--- src/rtl/pipe_hazard_ctrl_if.sv ---
// Control bundle between the 5-stage datapath and pipe_hazard_ctrl.
// The master side is the datapath and the slave side is the sequencer.
interface pipe_hazard_ctrl_if;
  logic [4:0] id_rs1;
  logic [4:0] id_rs2;
  logic       id_uses_rs2;
  logic [4:0] ex_rd;
  logic       ex_d_rd;
  logic       ex_branch_taken;
  logic       mem_req;
  logic       mem_ready;
  logic       dbg_halt;
  logic       dbg_step;

  logic       pc_en;
  logic       if_id_en;
  logic       id_ex_en;
  logic       ex_m_en;
  logic       m_wb_en;
  logic       if_id_flush;
  logic       id_ex_flush;
  logic       m_wb_flush;
  logic       stall;
  logic       halted;
  logic       mem_fault;

  modport master (
    output id_rs1, id_rs2, id_uses_rs2, ex_rd, ex_d_rd, ex_branch_taken,
           mem_req, mem_ready, dbg_halt, dbg_step,
    input  pc_en, if_id_en, id_ex_en, ex_m_en, m_wb_en,
           if_id_flush, id_ex_flush, m_wb_flush, stall, halted, mem_fault
  );

  modport slave (
    input  id_rs1, id_rs2, id_uses_rs2, ex_rd, ex_d_rd, ex_branch_taken,
           mem_req, mem_ready, dbg_halt, dbg_step,
    output pc_en, if_id_en, id_ex_en, ex_m_en, m_wb_en,
           if_id_flush, id_ex_flush, m_wb_flush, stall, halted, mem_fault
  );
endinterface

--- src/rtl/pipe_hazard_ctrl.sv ---
// Pipeline sequencer: load-use bubbles, branch flushes, data-memory freeze with timeout, debug halt/step.
// Define PIPE_PERF_CNT_EN to add the perf_stall_cnt / perf_flush_cnt saturating counters.
module pipe_hazard_ctrl #(
  parameter int unsigned MEM_TIMEOUT = 255,
  parameter int unsigned CNT_W       = 32
) (
  input  logic                clk,
  input  logic                rst_n,
  pipe_hazard_ctrl_if.slave   bus
`ifdef PIPE_PERF_CNT_EN
  ,
  output logic [CNT_W-1:0]    perf_stall_cnt,
  output logic [CNT_W-1:0]    perf_flush_cnt
`endif
);

  localparam int unsigned WCW = (MEM_TIMEOUT > 1) ? $clog2(MEM_TIMEOUT) : 1;

  typedef enum logic [1:0] {
    RUN      = 2'd0,
    MEM_WAIT = 2'd1,
    HALT     = 2'd2,
    FAULT    = 2'd3
  } state_e;

  state_e         state_q, state_d;
  logic [WCW-1:0] wait_cnt_q, wait_cnt_d;

  logic mem_stall;
  logic branch;
  logic load_use;
  logic eval;
  logic freeze;

  logic pc_en, if_id_en, id_ex_en, ex_m_en, m_wb_en;
  logic if_id_flush, id_ex_flush, m_wb_flush;
  logic stall;

  assign mem_stall = bus.mem_req & ~bus.mem_ready;
  assign branch    = bus.ex_branch_taken;
  assign load_use  = bus.ex_d_rd & (bus.ex_rd != '0) &
                     ((bus.ex_rd == bus.id_rs1) |
                      (bus.id_uses_rs2 & (bus.ex_rd == bus.id_rs2)));

  // eval: this cycle resolves branch/load-use/normal; freeze: memory bubble into WB
  always_comb begin
    eval   = 1'b0;
    freeze = 1'b0;
    case (state_q)
      RUN: begin
        eval   = ~mem_stall;
        freeze = mem_stall;
      end
      MEM_WAIT: begin
        eval   = bus.mem_ready;
        freeze = ~bus.mem_ready;
      end
      HALT: begin
        eval   = bus.dbg_step & ~mem_stall;
        freeze = bus.dbg_step & mem_stall;
      end
      default: begin
        eval   = 1'b0;
        freeze = 1'b0;
      end
    endcase
  end

  always_ff @(posedge clk or negedge rst_n) begin
    if (!rst_n) begin
      state_q    <= RUN;
      wait_cnt_q <= '0;
    end else begin
      state_q    <= state_d;
      wait_cnt_q <= wait_cnt_d;
    end
  end

  always_comb begin
    state_d    = state_q;
    wait_cnt_d = wait_cnt_q;
    case (state_q)
      RUN: begin
        if (mem_stall) begin
          state_d    = MEM_WAIT;
          wait_cnt_d = '0;
        end else if (bus.dbg_halt) begin
          state_d = HALT;
        end
      end
      MEM_WAIT: begin
        if (bus.mem_ready) begin
          state_d = bus.dbg_halt ? HALT : RUN;
        end else if (wait_cnt_q == WCW'(MEM_TIMEOUT - 1)) begin
          state_d = FAULT;
        end else begin
          wait_cnt_d = wait_cnt_q + WCW'(1);
        end
      end
      HALT: begin
        if (bus.dbg_step) begin
          if (mem_stall) begin
            state_d    = MEM_WAIT;
            wait_cnt_d = '0;
          end
        end else if (!bus.dbg_halt) begin
          state_d = RUN;
        end
      end
      default: state_d = FAULT;
    endcase
  end

  // Mealy outputs; rst_n gating forces them low for the whole reset interval
  always_comb begin
    pc_en       = 1'b0;
    if_id_en    = 1'b0;
    id_ex_en    = 1'b0;
    ex_m_en     = 1'b0;
    m_wb_en     = 1'b0;
    if_id_flush = 1'b0;
    id_ex_flush = 1'b0;
    m_wb_flush  = 1'b0;
    if (rst_n) begin
      if (freeze) begin
        m_wb_en    = 1'b1;
        m_wb_flush = 1'b1;
      end else if (eval) begin
        if (branch) begin
          pc_en       = 1'b1;
          if_id_en    = 1'b1;
          id_ex_en    = 1'b1;
          ex_m_en     = 1'b1;
          m_wb_en     = 1'b1;
          if_id_flush = 1'b1;
          id_ex_flush = 1'b1;
        end else if (load_use) begin
          id_ex_en    = 1'b1;
          ex_m_en     = 1'b1;
          m_wb_en     = 1'b1;
          id_ex_flush = 1'b1;
        end else begin
          pc_en    = 1'b1;
          if_id_en = 1'b1;
          id_ex_en = 1'b1;
          ex_m_en  = 1'b1;
          m_wb_en  = 1'b1;
        end
      end
    end
  end

  assign stall = rst_n & ~pc_en;

  assign bus.pc_en       = pc_en;
  assign bus.if_id_en    = if_id_en;
  assign bus.id_ex_en    = id_ex_en;
  assign bus.ex_m_en     = ex_m_en;
  assign bus.m_wb_en     = m_wb_en;
  assign bus.if_id_flush = if_id_flush;
  assign bus.id_ex_flush = id_ex_flush;
  assign bus.m_wb_flush  = m_wb_flush;
  assign bus.stall       = stall;
  assign bus.halted      = rst_n & (state_q == HALT);
  assign bus.mem_fault   = rst_n & (state_q == FAULT);

`ifdef PIPE_PERF_CNT_EN
  logic [CNT_W-1:0] stall_cnt_q;
  logic [CNT_W-1:0] flush_cnt_q;

  always_ff @(posedge clk or negedge rst_n) begin
    if (!rst_n) begin
      stall_cnt_q <= '0;
      flush_cnt_q <= '0;
    end else begin
      if (stall && (state_q == RUN || state_q == MEM_WAIT) && stall_cnt_q != '1) begin
        stall_cnt_q <= stall_cnt_q + CNT_W'(1);
      end
      if (eval && branch && flush_cnt_q != '1) begin
        flush_cnt_q <= flush_cnt_q + CNT_W'(1);
      end
    end
  end

  assign perf_stall_cnt = stall_cnt_q;
  assign perf_flush_cnt = flush_cnt_q;
`endif

endmodule

--- src/flat_wrapper.sv ---
// flat-port wrapper written by rule: the top's interface ports become plain ports
module pipe_hazard_ctrl_flat 
#(
  parameter int unsigned MEM_TIMEOUT = 255,
  parameter int unsigned CNT_W       = 32
)
  (clk, rst_n, bus_id_rs1, bus_id_rs2, bus_id_uses_rs2, bus_ex_rd, bus_ex_d_rd, bus_ex_branch_taken, bus_mem_req, bus_mem_ready, bus_dbg_halt, bus_dbg_step, bus_pc_en, bus_if_id_en, bus_id_ex_en, bus_ex_m_en, bus_m_wb_en, bus_if_id_flush, bus_id_ex_flush, bus_m_wb_flush, bus_stall, bus_halted, bus_mem_fault);
  pipe_hazard_ctrl_if bus_i ();
  input  logic clk;
  input  logic rst_n;
  input wire logic [$bits(bus_i.id_rs1)-1:0] bus_id_rs1;
  input wire logic [$bits(bus_i.id_rs2)-1:0] bus_id_rs2;
  input wire logic [$bits(bus_i.id_uses_rs2)-1:0] bus_id_uses_rs2;
  input wire logic [$bits(bus_i.ex_rd)-1:0] bus_ex_rd;
  input wire logic [$bits(bus_i.ex_d_rd)-1:0] bus_ex_d_rd;
  input wire logic [$bits(bus_i.ex_branch_taken)-1:0] bus_ex_branch_taken;
  input wire logic [$bits(bus_i.mem_req)-1:0] bus_mem_req;
  input wire logic [$bits(bus_i.mem_ready)-1:0] bus_mem_ready;
  input wire logic [$bits(bus_i.dbg_halt)-1:0] bus_dbg_halt;
  input wire logic [$bits(bus_i.dbg_step)-1:0] bus_dbg_step;
  output wire logic [$bits(bus_i.pc_en)-1:0] bus_pc_en;
  output wire logic [$bits(bus_i.if_id_en)-1:0] bus_if_id_en;
  output wire logic [$bits(bus_i.id_ex_en)-1:0] bus_id_ex_en;
  output wire logic [$bits(bus_i.ex_m_en)-1:0] bus_ex_m_en;
  output wire logic [$bits(bus_i.m_wb_en)-1:0] bus_m_wb_en;
  output wire logic [$bits(bus_i.if_id_flush)-1:0] bus_if_id_flush;
  output wire logic [$bits(bus_i.id_ex_flush)-1:0] bus_id_ex_flush;
  output wire logic [$bits(bus_i.m_wb_flush)-1:0] bus_m_wb_flush;
  output wire logic [$bits(bus_i.stall)-1:0] bus_stall;
  output wire logic [$bits(bus_i.halted)-1:0] bus_halted;
  output wire logic [$bits(bus_i.mem_fault)-1:0] bus_mem_fault;
  assign bus_i.id_rs1 = bus_id_rs1;
  assign bus_i.id_rs2 = bus_id_rs2;
  assign bus_i.id_uses_rs2 = bus_id_uses_rs2;
  assign bus_i.ex_rd = bus_ex_rd;
  assign bus_i.ex_d_rd = bus_ex_d_rd;
  assign bus_i.ex_branch_taken = bus_ex_branch_taken;
  assign bus_i.mem_req = bus_mem_req;
  assign bus_i.mem_ready = bus_mem_ready;
  assign bus_i.dbg_halt = bus_dbg_halt;
  assign bus_i.dbg_step = bus_dbg_step;
  assign bus_pc_en = bus_i.pc_en;
  assign bus_if_id_en = bus_i.if_id_en;
  assign bus_id_ex_en = bus_i.id_ex_en;
  assign bus_ex_m_en = bus_i.ex_m_en;
  assign bus_m_wb_en = bus_i.m_wb_en;
  assign bus_if_id_flush = bus_i.if_id_flush;
  assign bus_id_ex_flush = bus_i.id_ex_flush;
  assign bus_m_wb_flush = bus_i.m_wb_flush;
  assign bus_stall = bus_i.stall;
  assign bus_halted = bus_i.halted;
  assign bus_mem_fault = bus_i.mem_fault;
  pipe_hazard_ctrl #(.MEM_TIMEOUT(MEM_TIMEOUT), .CNT_W(CNT_W)) u_core (.clk(clk), .rst_n(rst_n), .bus(bus_i));
endmodule
--- config.mk ---
export PLATFORM = sky130hd
export DESIGN_NAME = pipe_hazard_ctrl_flat
export DESIGN_NICKNAME = d
export VERILOG_FILES = /design/src/rtl/pipe_hazard_ctrl_if.sv /design/src/rtl/pipe_hazard_ctrl.sv /design/src/flat_wrapper.sv
export SDC_FILE = /design/constraint.sdc
export NUM_CORES = 1
export LEC_CHECK = 0
export ABC_AREA = 1
export BUFFER_PORTS_ARGS = -buffer_cell sky130_fd_sc_hd__buf_2
export CAP_MARGIN = 20
export CORE_MARGIN = 3
export CORE_UTILIZATION = 53
export CTS_BUF_LIST = sky130_fd_sc_hd__clkbuf_16
export DETAILED_ROUTE_END_ITERATION = 6
export PLACE_DENSITY_LB_ADDON = 0.12
export SLEW_MARGIN = 25
export SYNTH_ARGS = -nofsm -noshare
export SYNTH_HDL_FRONTEND = slang
export SYNTH_SLANG_ARGS = --single-unit
--- constraint.sdc ---
create_clock -name clk -period 2.5 [get_ports clk]
set_input_delay 0.125 -clock clk [delete_from_list [all_inputs] [get_ports clk]]
set_output_delay 0.125 -clock clk [all_outputs]
set_load 0.02 [all_outputs]
==> Implementation_results.wiki, run 1 <==
{| class="wikitable"
! Metric !! Value
|-
| Gate power share || roughly half
|-
| Number of antenna violations at the first check in global routing || 0
|-
| Top-level I/O count || 35
|-
| Max-slew headroom at the worst pin || a little under three quarters
|-
| Period minus WS final || between 1.5 and 2 ns
|-
| End of the worst register-to-register path || u_core.wait_cnt_q[5]$_DFFE_PN0P_
|-
| Setup Fix Bufs, Post-CTS || 0
|-
| Flip-flop cell with the highest count after synthesis || sky130_fd_sc_hd__dfrtp_1
|-
| Vias || between 1,000 and 1,500
|-
| Drt pass-1 iters || 4
|-
| Gate Count Post-Synth || roughly 160
|-
| Startpoint of the worst hold path || bus_mem_ready
|-
| Int Power || between 0.0005 and 0.0006 W
|-
| Number of pins with negative max-slew slack in the final report || 0
|-
| Switching part of the total || ~43%
|-
| Part of the total power dissipated in the clock network || 28.3%
|-
| Maximum number of pins on one net before global-route repair || 17
|-
| Final Worst Setup Slack || between 0.6 and 0.7 ns
|-
| Classification of the worst-slack hold path || input pin to flop
|-
| Maximum fanout count along the critical path || 11
|-
| Crit Path Class || flop to output port
|-
| Tot GR Track Use || 18.67%
|-
| Number of levels in the clock H-tree || 1
|-
| Final number of hold-violating endpoints || 0
|-
| Routed wire length per instance || between 9 and 10 µm
|-
| Final Core Density || a little over 70%
|-
| Outcome || completed
|-
| Critical path arrival || between 1.5 and 2 ns
|-
| Share of the clock period used by the worst path || approximately three quarters
|-
| Setup repair after global routing missed its margin || no
|-
| Slew of the pin with the lowest slew margin || ~0.44 ns
|-
| Endpoint of the worst hold-timing path || u_core.state_q[0]$_DFFE_PN0P_
|-
| Clk sinks || 10
|-
| DP HPWL || 1714 µm
|-
| Number of placed instances, taps included || 218
|-
| Maximum resistive drop on vdd || 0.6232 mV
|-
| Number of synthesized flops with an enable pin || 0
|-
| Wire length of the first global-routing pass || roughly 3700 µm
|-
| Number of antenna repair diodes || 0
|-
| Worst-case clock buffer depth || 2
|-
| Fraction of layout cells with a size suffix above 1 || a little under a third
|-
| Post-Place Setup Slack || slightly below 0.9 ns
|-
| Post-Synthesis Net Count || between 150 and 200
|-
| Sequential cell fraction of total power || 22.7%
|-
| Routability congestion estimate from global placement || approximately 0.78
|-
| Fill cell count || 150
|-
| Startpoint kind of the worst setup timing path || flop
|-
| Final-stage net count || 225
|-
| Data required, critical path || approximately 2.4 ns
|-
| Worst setup EP type || output port
|-
| Count of placed standard cells in the final layout, fillers left out || between 200 and 250
|-
| Ratio of total power to cell area || slightly below 800 mW/mm²
|-
| Final ANT Viol Nets || 0
|-
| Number of warnings issued by yosys || 0
|-
| First-iteration detailed-routing DRC count || 22
|-
| Aggregate routed wire length || roughly 2200 µm
|-
| Leakage dissipation || ~0.75 nW
|-
| Upper clock frequency limit || between 0.5 and 0.6 GHz
|-
| Synth-to-Final Area Change || 23.49%
|-
| FFs w/ async S/R, synth || 100.0%
|-
| Global route overflow || 0
|-
| Total negative slack for setup checks || 0 ns
|-
| Setup slack on the worst flop-to-flop path || roughly 0.94 ns
|-
| R2R cell count || 8
|-
| Sequential area share after synthesis || approximately a quarter
|-
| Vias per Instance || just under 5
|-
| Height of the chip || between 50 and 60 µm
|-
| Via count of the first global-routing pass || a little over 900
|-
| Hold-critical path depth || 4
|-
| Buffer cell driving the clock tree root || sky130_fd_sc_hd__clkbuf_16
|-
| Count of buffers from port buffering || 34
|-
| Clock transition time at the flip-flop clock pins of the worst setup and hold paths || approximately 0.04 ns
|-
| Post-synthesis register bit count || 10
|-
| Clock tree from TritonCTS || built
|-
| Die width || 50.27 µm
|-
| Number of endpoints failing setup at the final stage || 0
|-
| Mean area per synthesized cell || around 6.4 µm²
|-
| Cts bufs inserted || 3
|-
| Origin of the critical flop-to-flop path || u_core.state_q[1]$_DFFE_PN0P_
|-
| Cell Area, Synth || slightly above 0.001 mm²
|-
| Drc violations || 0
|-
| Worst Hold Margin || approximately 0.27 ns
|-
| FP Rows || 15
|-
| Number of distinct library cells after synthesis || 29
|-
| Total die area || 0.002527 mm²
|-
| Core area || around 0.0018 mm²
|-
| Clock tree skew after final layout || around 0.0033 ns
|-
| Net switching power of the design || 0.0004270 W
|-
| Clock latency reported for the late side of the worst-skew pair || 0.23 ns
|-
| Max-capacitance violation count || 0
|-
| Effective utilization at floorplan || 58.25%
|}
## worst max-delay path, stage by stage, from the launching register on
cell and delay, ns:
sky130_fd_sc_hd__dfrtp_1 0.41, sky130_fd_sc_hd__nor2_2 0.39, sky130_fd_sc_hd__a22oi_1 0.16, sky130_fd_sc_hd__nand2_1 0.11
sky130_fd_sc_hd__nand2_1 0.09, sky130_fd_sc_hd__inv_1 0.11, sky130_fd_sc_hd__nand2_1 0.06, sky130_fd_sc_hd__inv_1 0.06
sky130_fd_sc_hd__buf_2 0.15
## layer usage
metal | vias to the layer above | GRT usage [%] | wire length (µm)
li1 | 574 | - | -
met1 | 461 | 23.70 | 979
met2 | 36 | 32.17 | 1003
met3 | 4 | 4.154 | 160
met4 | 0 | 3.687 | 19
met5 | - | 0 | 0
## power by group through the flow
stage / Combinational (W) / Sequential, W / Clock [W]
after floorplan: 0.000420 / 0.000221 / 0
after global placement: 0.000478 / 0.000224 / 0
after detailed placement: 0.000484 / 0.000226 / 0
after CTS: 0.000488 / 0.000224 / 0.000284
after global routing: 0.000540 / 0.000231 / 0.000292
final: 0.000485 / 0.000224 / 0.000279
## state kept, by name, summed over array words and instances, names as in the netlist
signal,cells
u_core.state_q,2
u_core.wait_cnt_q,8
## synth_stat cells, drive strengths merged, types with 2 or more instances
library cell / count / area, µm²
nand2: 54 / 232.7
inv: 28 / 105.1
nor2: 20 / 82.58
nand3: 13 / 65.06
o21ai: 12 / 86.33
dfrtp: 10 / 250.2
a21oi: 5 / 28.78
buf: 4 / 46.29
or2: 4 / 25.03
xor2: 3 / 26.28
ha: 2 / 25.02
nand4: 2 / 18.77
## worst max path at each step
stage               cells past startpoint  slack, ns                     startpoint         to
floorplan                              10       0.88  u_core.state_q[0]$_DFFE_PN0P_  bus_pc_en
global placement                        8       0.93  u_core.state_q[1]$_DFFE_PN0P_  bus_pc_en
detailed placement                      8       0.88  u_core.state_q[1]$_DFFE_PN0P_  bus_pc_en
CTS                                     8       0.62  u_core.state_q[1]$_DFFE_PN0P_  bus_pc_en
global route                            8       0.45  u_core.state_q[1]$_DFFE_PN0P_  bus_pc_en
finish                                  8       0.61  u_core.state_q[1]$_DFFE_PN0P_  bus_pc_en
## through the flow
stage / instance area, µm² / total power (W)
finish: 1282 / 0.0009886
global route: 1282 / 0.001063
detailed placement: 1194 / 0.0007093
global placement: 1194 / 0.0007021
CTS: 1282 / 0.0009956
floorplan: 1039 / 0.0006414
## layout make-up
cell class	count	area (µm²)	area share, %
tap	25	31.28	2.439
multi-input combinational	121	636.9	49.66
timing repair buffer	35	180.2	14.05
inverter	28	105.1	8.195
sequential	10	250.2	19.51
clock buffer	3	75.07	5.854
clock inverter	1	3.754	0.2927
## kinds of logic after synthesis
family / Yosys count / synth area share (%)
AO/OA/AOI/OAI: 21 / 13.98
XOR/XNOR: 4 / 3.374
adder cells (fa/ha/maj): 2 / 2.409
buffers and inverters: 32 / 14.58
flip-flops: 10 / 24.10
AND/OR/NAND/NOR: 94 / 41.57
## cell usage in the layout (no fill, tap or decap), types with 4 or more instances in the layout
cell and instances:
sky130_fd_sc_hd__nor2_1 17, sky130_fd_sc_hd__o21ai_0 4, sky130_fd_sc_hd__o21ai_2 7, sky130_fd_sc_hd__a21oi_1 4, sky130_fd_sc_hd__nand2_1 48, sky130_fd_sc_hd__dfrtp_1 10, sky130_fd_sc_hd__nand3_1 13, sky130_fd_sc_hd__inv_1 25
sky130_fd_sc_hd__buf_2 34
## what timing repair did
action,in CTS,in global routing
endpoints found under the hold margin,10,0
hold buffers,1,0
gates resized for setup,0,0
No activity file was read; power rests on OpenSTA's default activity.
==> run 2, diff against run 1 <==
- CORE_UTILIZATION: 53 -> 50
- clock period: 2.5 -> 1.9 ns (I/O delays scaled with it)
==> run 2 against run 1 <==
  * Die area rose by 5.3%
  * Non-clock buffer count rose by 1
  * Largest power group unchanged
  * Count of clock-buffer cells in the layout did not move
  * Via count rose by 2.0%
  * Worst setup slack got worse by 0.42 ns
  * Wire length rose by 3.4%
==> Implementation_results.wiki, run 2 (synthesis gave the netlist of run 1 again) <==
{| class="wikitable"
! Metric !! Value
|-
| Final number of hold-violating endpoints || 0 (unchanged)
|-
| Setup slack on the worst flop-to-flop path || 0.52 ns (-0.42 ns)
|-
| Period minus WS final || 1.706 ns
|-
| Synth-to-Final Area Change || 24.22%
|-
| Buffers and inverters on the worst path || 4 (+1)
|-
| Count of buffers from port buffering || 34 (unchanged)
|-
| Global route overflow || 0 (unchanged)
|-
| CP max stage delay || 0.38 ns (-0.03 ns)
|-
| Setup Fix Bufs, Post-CTS || 0 (unchanged)
|-
| DP HPWL || 1848 µm (+7.8%)
|-
| Drc violations || 0 (unchanged)
|-
| End of the worst register-to-register path || u_core.wait_cnt_q[3]$_DFFE_PN0P_
|-
| Worst-case clock buffer depth || 2 (unchanged)
|-
| Tot GR Track Use || 18.07% (-0.60 points)
|-
| Setup repair after global routing missed its margin || no
|-
| Number of antenna violations at the first check in global routing || 0 (unchanged)
|-
| Clock transition time at the flip-flop clock pins of the worst setup and hold paths || 0.04 ns (about the same)
|-
| List of cells traversed by the critical path || inv_1, nand2_1, nor2_2, a22oi_1, nand2_1, nand2_1, inv_1, nand2_1, inv_1, buf_2
|-
| Wire length of the first global-routing pass || 3760 µm (+0.37%)
|-
| Vias || 1,096 (+2.0%)
|-
| R2R cell count || 6 (-2)
|-
| Core area || 0.001839 mm² (+3.2%)
|-
| Number of endpoints failing setup at the final stage || 0 (unchanged)
|-
| Leakage dissipation || 0.7537 nW (+0.69%)
|-
| Maximum number of pins on one net before global-route repair || 17 (unchanged)
|-
| Height of the chip || 51.58 µm (+2.6%)
|-
| Buffer cell driving the clock tree root || sky130_fd_sc_hd__clkbuf_16
|-
| Maximum resistive drop on vdd || 0.5823 mV (-6.6%)
|-
| Detailed-routing wirelength on met1 || 1050 µm (+7.3%)
|-
| Top-level I/O count || 35 (unchanged)
|-
| Total die area || 0.002660 mm² (+5.3%)
|-
| Final ANT Viol Nets || 0 (unchanged)
|-
| Most flops, register || u_core.wait_cnt_q
|-
| Crit Path Class || flop to output port
|-
| Count of placed standard cells in the final layout, fillers left out || 224 (+0.45%)
|-
| Share of the clock period used by the worst path || between 80 and 90%
|-
| Critical path arrival || 1.61 ns (-0.15 ns)
|-
| Worst setup EP type || output port
|-
| Sum of met2 wire segment lengths after detailed routing || 1037 µm (+3.4%)
|-
| Clock tree from TritonCTS || built
|-
| Data required, critical path || 1.80 ns (-0.58 ns)
|-
| Upper clock frequency limit || a little under 0.6 GHz
|-
| Clk sinks || 10 (unchanged)
|-
| Number of levels in the clock H-tree || 1 (unchanged)
|-
| Total negative slack for setup checks || 0 ns (unchanged)
|-
| Final Core Density || 70.14% (-1.8 points)
|-
| Startpoint kind of the worst setup timing path || flop
|-
| First-iteration detailed-routing DRC count || 16 (-27%)
|-
| Highest-count cells in the layout ignoring fill and taps || sky130_fd_sc_hd__nand2_1, sky130_fd_sc_hd__buf_2, sky130_fd_sc_hd__inv_1, sky130_fd_sc_hd__nor2_1, sky130_fd_sc_hd__nand3_1
|-
| Met3 wirelength from detailed routing || 123 µm (-23%)
|-
| Classification of the worst-slack hold path || input pin to flop
|-
| Ratio of total power to cell area || 1024 mW/mm² (+33%)
|-
| Number of antenna repair diodes || 0 (unchanged)
|-
| Largest registers in the final layout || u_core.wait_cnt_q: 8 flops, u_core.state_q: 2 flops
|-
| Routability congestion estimate from global placement || 0.8032 (+2.7%)
|-
| Routed wire length per instance || 9.978 µm (+3.0%)
|-
| Vias per Instance || 4.893 (+1.5%)
|-
| Endpoint of the worst hold-timing path || u_core.state_q[0]$_DFFE_PN0P_
|-
| Aggregate routed wire length || 2235 µm (+3.4%)
|-
| Origin of the critical flop-to-flop path || u_core.state_q[1]$_DFFE_PN0P_
|-
| Drt pass-1 iters || 4 (unchanged)
|-
| Outcome || completed
|-
| Startpoint of the worst hold path || bus_mem_ready
|-
| Critical-path top delay cell || sky130_fd_sc_hd__dfrtp_1
|-
| Hold-critical path depth || 4 (unchanged)
|-
| Max-capacitance violation count || 0 (unchanged)
|-
| Most common cell after layout, fill and taps aside || sky130_fd_sc_hd__nand2_1
|-
| Clock tree skew after final layout || 0.0007138 ns (-0.002593 ns)
|-
| Final-stage net count || 226 (+0.44%)
|-
| Via count of the first global-routing pass || 978 (+6.7%)
|-
| Number of buffers inserted for hold repair after clock tree synthesis || 1 (unchanged)
|-
| Number of placed instances, taps included || 219 (+0.46%)
|-
| Max FFs per register || 8 (unchanged)
|-
| Cts bufs inserted || 3 (unchanged)
|-
| Max-slew headroom at the worst pin || 82.32% (+11 points)
|-
| Clock latency reported for the late side of the worst-skew pair || 0.23 ns (about the same)
|-
| Post_cts resized || 0 (unchanged)
|-
| Critical path's top delay family || simple AND/OR/NAND/NOR gates
|-
| Fill cell count || 181 (+21%)
|-
| Fraction of layout cells with a size suffix above 1 || 31.16% (+0.35 points)
|-
| Number of pins with negative max-slew slack in the final report || 0 (unchanged)
|-
| Die width || 51.58 µm (+2.6%)
|-
| Effective utilization at floorplan || 56.46% (-1.8 points)
|-
| Cell with the most instances on the worst path || sky130_fd_sc_hd__nand2_1
|-
| Maximum fanout count along the critical path || 4 (-7)
|-
| Slew of the pin with the lowest slew margin || 0.2624 ns (-0.1743 ns)
|-
| Uppermost routed layer || met4
|-
| FP Rows || 15 (unchanged)
|}
==> run 2: cell types whose count changed in the layout (fill, tap and decap cells not counted), sizes merged <==
cell / delta
buf: +1
==> run 2: worst max-delay path by stage <==
stage          depth (start not counted)  slack (ns)                          start      endpoint
6_report                              10        0.19  u_core.state_q[0]$_DFFE_PN0P_     bus_pc_en
5_1_grt                               10        0.03  u_core.state_q[0]$_DFFE_PN0P_     bus_pc_en
3_5_place_dp                          10        0.44  u_core.state_q[0]$_DFFE_PN0P_     bus_pc_en
2_1_floorplan                         10        0.31  u_core.state_q[0]$_DFFE_PN0P_     bus_pc_en
3_3_place_gp                          10        0.51  u_core.state_q[0]$_DFFE_PN0P_  bus_if_id_en
4_1_cts                               10        0.19  u_core.state_q[0]$_DFFE_PN0P_     bus_pc_en
==> run 2: cell type report <==
| class | instances | area [µm²] | share of cell area [%] |
|---|---|---|---|
| clock buffer | 3 | 75.07 | 5.820 |
| clock inverter | 1 | 3.754 | 0.2910 |
| inverter | 28 | 105.1 | 8.147 |
| multi-input combinational | 121 | 636.9 | 49.37 |
| sequential | 10 | 250.2 | 19.40 |
| tap | 25 | 31.28 | 2.425 |
| timing repair buffer | 36 | 187.7 | 14.55 |
==> run 2: tightest hold or removal path, delay by kind of cell <==
| family | cells | cell delay [ns] |
|---|---|---|
| and+or+nand+nor | 1 | 0.09 |
| AOI/OAI and AO/OA | 1 | 0.06 |
| buffers and inverters | 2 | 0.17 |
==> run 2: metal layers <==
metal  global-route usage (%)  vias to the layer above
met5                        0                        -
met4                    6.114                        0
met3                    2.579                        4
met2                    31.99                       34
met1                    22.26                      477
li1                         -                      581
==> run 2: metrics by stage <==
stage | power, W | hold slack [ns] | area [µm²] | setup slack, ns
floorplan | 0.0008440 | -0.2006 | 1039 | 0.3082
global placement | 0.0009384 | -0.02311 | 1201 | 0.5150
detailed placement | 0.0009584 | -0.01744 | 1201 | 0.4364
CTS | 0.001334 | 0.2303 | 1290 | 0.1863
global route | 0.001425 | 0.2822 | 1290 | 0.02938
finish | 0.001321 | 0.2346 | 1290 | 0.1945
==> run 2: power breakdown <==
part | total [W] | switching [W] | internal (W)
registers | 0.000296 | 0.0000415 | 0.000254
clock network | 0.000366 | 0.0000904 | 0.000275
logic | 0.000660 | 0.000437 | 0.000222
total | 0.00132 | 0.000569 | 0.000752
==> run 3, diff against run 2 <==
- PLACE_DENSITY: default -> 0.86
- PLACE_DENSITY_LB_ADDON: 0.12 -> default
==> run 3 against run 2 <==
  * Clock power is essentially flat
  * Clock skew grew 0.0033 ns
  * Register-to-register slack lost 0.02 ns
  * Worst setup slack gained 0.0066 ns
  * Design area shrank 0.29%
  * Largest power group unchanged
  * Largest cell class unchanged
  * Combinational power shrank 0.8%
==> Implementation_results.wiki, run 3 (synthesis gave the netlist of run 1 again) <==
{| class="wikitable"
! Metric !! Value
|-
| Fraction of layout cells with a size suffix above 1 || 31.31% (+0.16 points)
|-
| Max-capacitance violation count || 0 (unchanged)
|-
| Vias || 1,090 (-0.55%)
|-
| Number of buffers inserted for hold repair after clock tree synthesis || 1 (unchanged)
|-
| Final ANT Viol Nets || 0 (unchanged)
|-
| Startpoint kind of the worst setup timing path || flop
|-
| Largest registers in the final layout || u_core.wait_cnt_q: 8 flops, u_core.state_q: 2 flops
|-
| Top-level I/O count || 35 (unchanged)
|-
| Cts bufs inserted || 3 (unchanged)
|-
| Number of levels in the clock H-tree || 1 (unchanged)
|-
| Cell with the most instances on the worst path || sky130_fd_sc_hd__nand2_1
|-
| Wire length of the first global-routing pass || 3953 µm (+5.1%)
|-
| Height of the chip || 51.58 µm (unchanged)
|-
| Clock tree skew after final layout || 0.004016 ns (+0.003302 ns)
|-
| Core area || 0.001839 mm² (unchanged)
|-
| Leakage dissipation || 0.7521 nW (-0.21%)
|-
| Die width || 51.58 µm (unchanged)
|-
| Final number of hold-violating endpoints || 0 (unchanged)
|-
| Drc violations || 0 (unchanged)
|-
| Crit Path Class || flop to output port
|-
| Routability congestion estimate from global placement || 0.7877 (-1.9%)
|-
| Critical path arrival || 1.60 ns (about the same)
|-
| Number of antenna repair diodes || 0 (unchanged)
|-
| Slew of the pin with the lowest slew margin || 0.2582 ns (-0.004194 ns)
|-
| Maximum resistive drop on vdd || 0.7722 mV (+33%)
|-
| Final-stage net count || 226 (unchanged)
|-
| Post-Place Setup Slack || 0.4419 ns (+0.005548 ns)
|-
| Routed wire length per instance || 10.22 µm (+2.5%)
|-
| Data required, critical path || 1.80 ns (about the same)
|-
| Total negative slack for setup checks || 0 ns (unchanged)
|-
| Worst setup EP type || output port
|-
| Clock latency reported for the late side of the worst-skew pair || 0.24 ns (about the same)
|-
| First-iteration detailed-routing DRC count || 24 (+8)
|-
| FP Rows || 15 (unchanged)
|-
| Critical-path top delay cell || sky130_fd_sc_hd__dfrtp_1
|-
| Global route overflow || 0 (unchanged)
|-
| Critical path's top delay family || simple AND/OR/NAND/NOR gates
|-
| Final Worst Setup Slack || 0.2010 ns (+0.006558 ns)
|-
| Max FFs per register || 8 (unchanged)
|-
| Worst-case clock buffer depth || 2 (unchanged)
|-
| Number of placed instances, taps included || 219 (unchanged)
|-
| Total die area || 0.002660 mm² (unchanged)
|-
| Upper clock frequency limit || 0.5886 GHz (+0.39%)
|-
| Clock tree from TritonCTS || built
|-
| Synth-to-Final Area Change || 23.86%
|-
| Number of antenna violations at the first check in global routing || 0 (unchanged)
|-
| DP HPWL || 1861 µm (+0.70%)
|-
| Share of the clock period used by the worst path || 89.42% (-0.35 points)
|-
| Number of endpoints failing setup at the final stage || 0 (unchanged)
|-
| Clk sinks || 10 (unchanged)
|-
| Setup repair after global routing missed its margin || no
|-
| CP max stage delay || 0.38 ns (about the same)
|-
| Maximum number of pins on one net before global-route repair || 17 (unchanged)
|-
| Count of placed standard cells in the final layout, fillers left out || 223 (-0.45%)
|-
| Highest-count cells in the layout ignoring fill and taps || sky130_fd_sc_hd__nand2_1, sky130_fd_sc_hd__buf_2, sky130_fd_sc_hd__inv_1, sky130_fd_sc_hd__nor2_1, sky130_fd_sc_hd__nand3_1
|-
| Buffers and inverters on the worst path || 4 (unchanged)
|-
| Effective utilization at floorplan || 56.46% (unchanged)
|-
| Most common cell after layout, fill and taps aside || sky130_fd_sc_hd__nand2_1
|-
| Clock transition time at the flip-flop clock pins of the worst setup and hold paths || 0.04 ns (about the same)
|-
| List of cells traversed by the critical path || inv_1, nand2_1, nor2_2, a22oi_1, nand2_1, nand2_1, inv_1, nand2_1, inv_1, buf_2
|-
| Via count of the first global-routing pass || 997 (+1.9%)
|-
| Period minus WS final || 1.699 ns (-0.006558 ns)
|-
| Post_cts resized || 0 (unchanged)
|-
| Classification of the worst-slack hold path || input pin to flop
|-
| Tot GR Track Use || 19.27% (+1.2 points)
|-
| Setup Fix Bufs, Post-CTS || 0 (unchanged)
|-
| Ratio of total power to cell area || 1023 mW/mm² (-0.10%)
|-
| Buffer cell driving the clock tree root || sky130_fd_sc_hd__clkbuf_16
|-
| Drt pass-1 iters || 4 (unchanged)
|-
| Count of buffers from port buffering || 34 (unchanged)
|-
| Aggregate routed wire length || 2280 µm (+2.0%)
|-
| Worst Hold Margin || 0.2154 ns (-0.01927 ns)
|-
| Vias per Instance || 4.888 (-0.10%)
|-
| Maximum fanout count along the critical path || 4 (unchanged)
|-
| Outcome || completed
|-
| Max-slew headroom at the worst pin || 82.78% (+0.46 points)
|-
| Number of pins with negative max-slew slack in the final report || 0 (unchanged)
|-
| Most flops, register || u_core.wait_cnt_q
|}
-- run 3: path summary, 6_finish.rpt --
check	slack (ns)	depth (start not counted)	endpoint	from
setup reg to reg	0.50	6	u_core.wait_cnt_q[5]$_DFFE_PN0P_	u_core.state_q[1]$_DFFE_PN0P_
min in group asynchronous	0.27	2	u_core.wait_cnt_q[1]$_DFFE_PN0P_	rst_n
setup / recovery	0.20	10	bus_pc_en	u_core.state_q[0]$_DFFE_PN0P_
hold / removal	0.22	4	u_core.state_q[0]$_DFFE_PN0P_	bus_mem_ready
max in group asynchronous	1.43	2	u_core.wait_cnt_q[2]$_DFFE_PN0P_	rst_n
hold reg to reg	0.53	2	u_core.wait_cnt_q[4]$_DFFE_PN0P_	u_core.wait_cnt_q[4]$_DFFE_PN0P_
-- run 3: layout make-up --
class                      instances  area (µm²)
multi-input combinational        121       636.9
inverter                          28       105.1
clock buffer                       3       75.07
sequential                        10       250.2
fill                             153       553.0
tap                               25       31.28
timing repair buffer              36       187.7
-- run 3: per-stage QoR --
stage	area (µm²)	total power, W	utilization, %
floorplan	1039	0.0008440	-
global placement	1201	0.0009335	65.31
detailed placement	1201	0.0009536	65.31
CTS	1286	0.001325	69.93
global route	1286	0.001430	69.93
finish	1286	0.001316	69.93
-- run 3: power by group --
group          switching [W]  internal, W
Clock              0.0000908     0.000272
Sequential         0.0000438     0.000255
Combinational       0.000434     0.000221
-- run 3: routing by layer --
metal / global-route usage (%) / wire length, µm / vias up
met2: 33.69 / 1122 / 37
met3: 5.731 / 156 / 4
li1: - / - / 579
met4: 3.930 / 17 / 0
met5: 0 / 0 / -
met1: 23.33 / 985 / 470
-- run 3: worst reg2reg max path, cell delays in order, from the launching register on --
cell	delay [ns]
sky130_fd_sc_hd__dfrtp_1	0.41
sky130_fd_sc_hd__nor2_2	0.18
sky130_fd_sc_hd__buf_4	0.19
sky130_fd_sc_hd__nand4_2	0.14
sky130_fd_sc_hd__nand2_4	0.23
sky130_fd_sc_hd__nand2_1	0.11
sky130_fd_sc_hd__o21ai_2	0.06
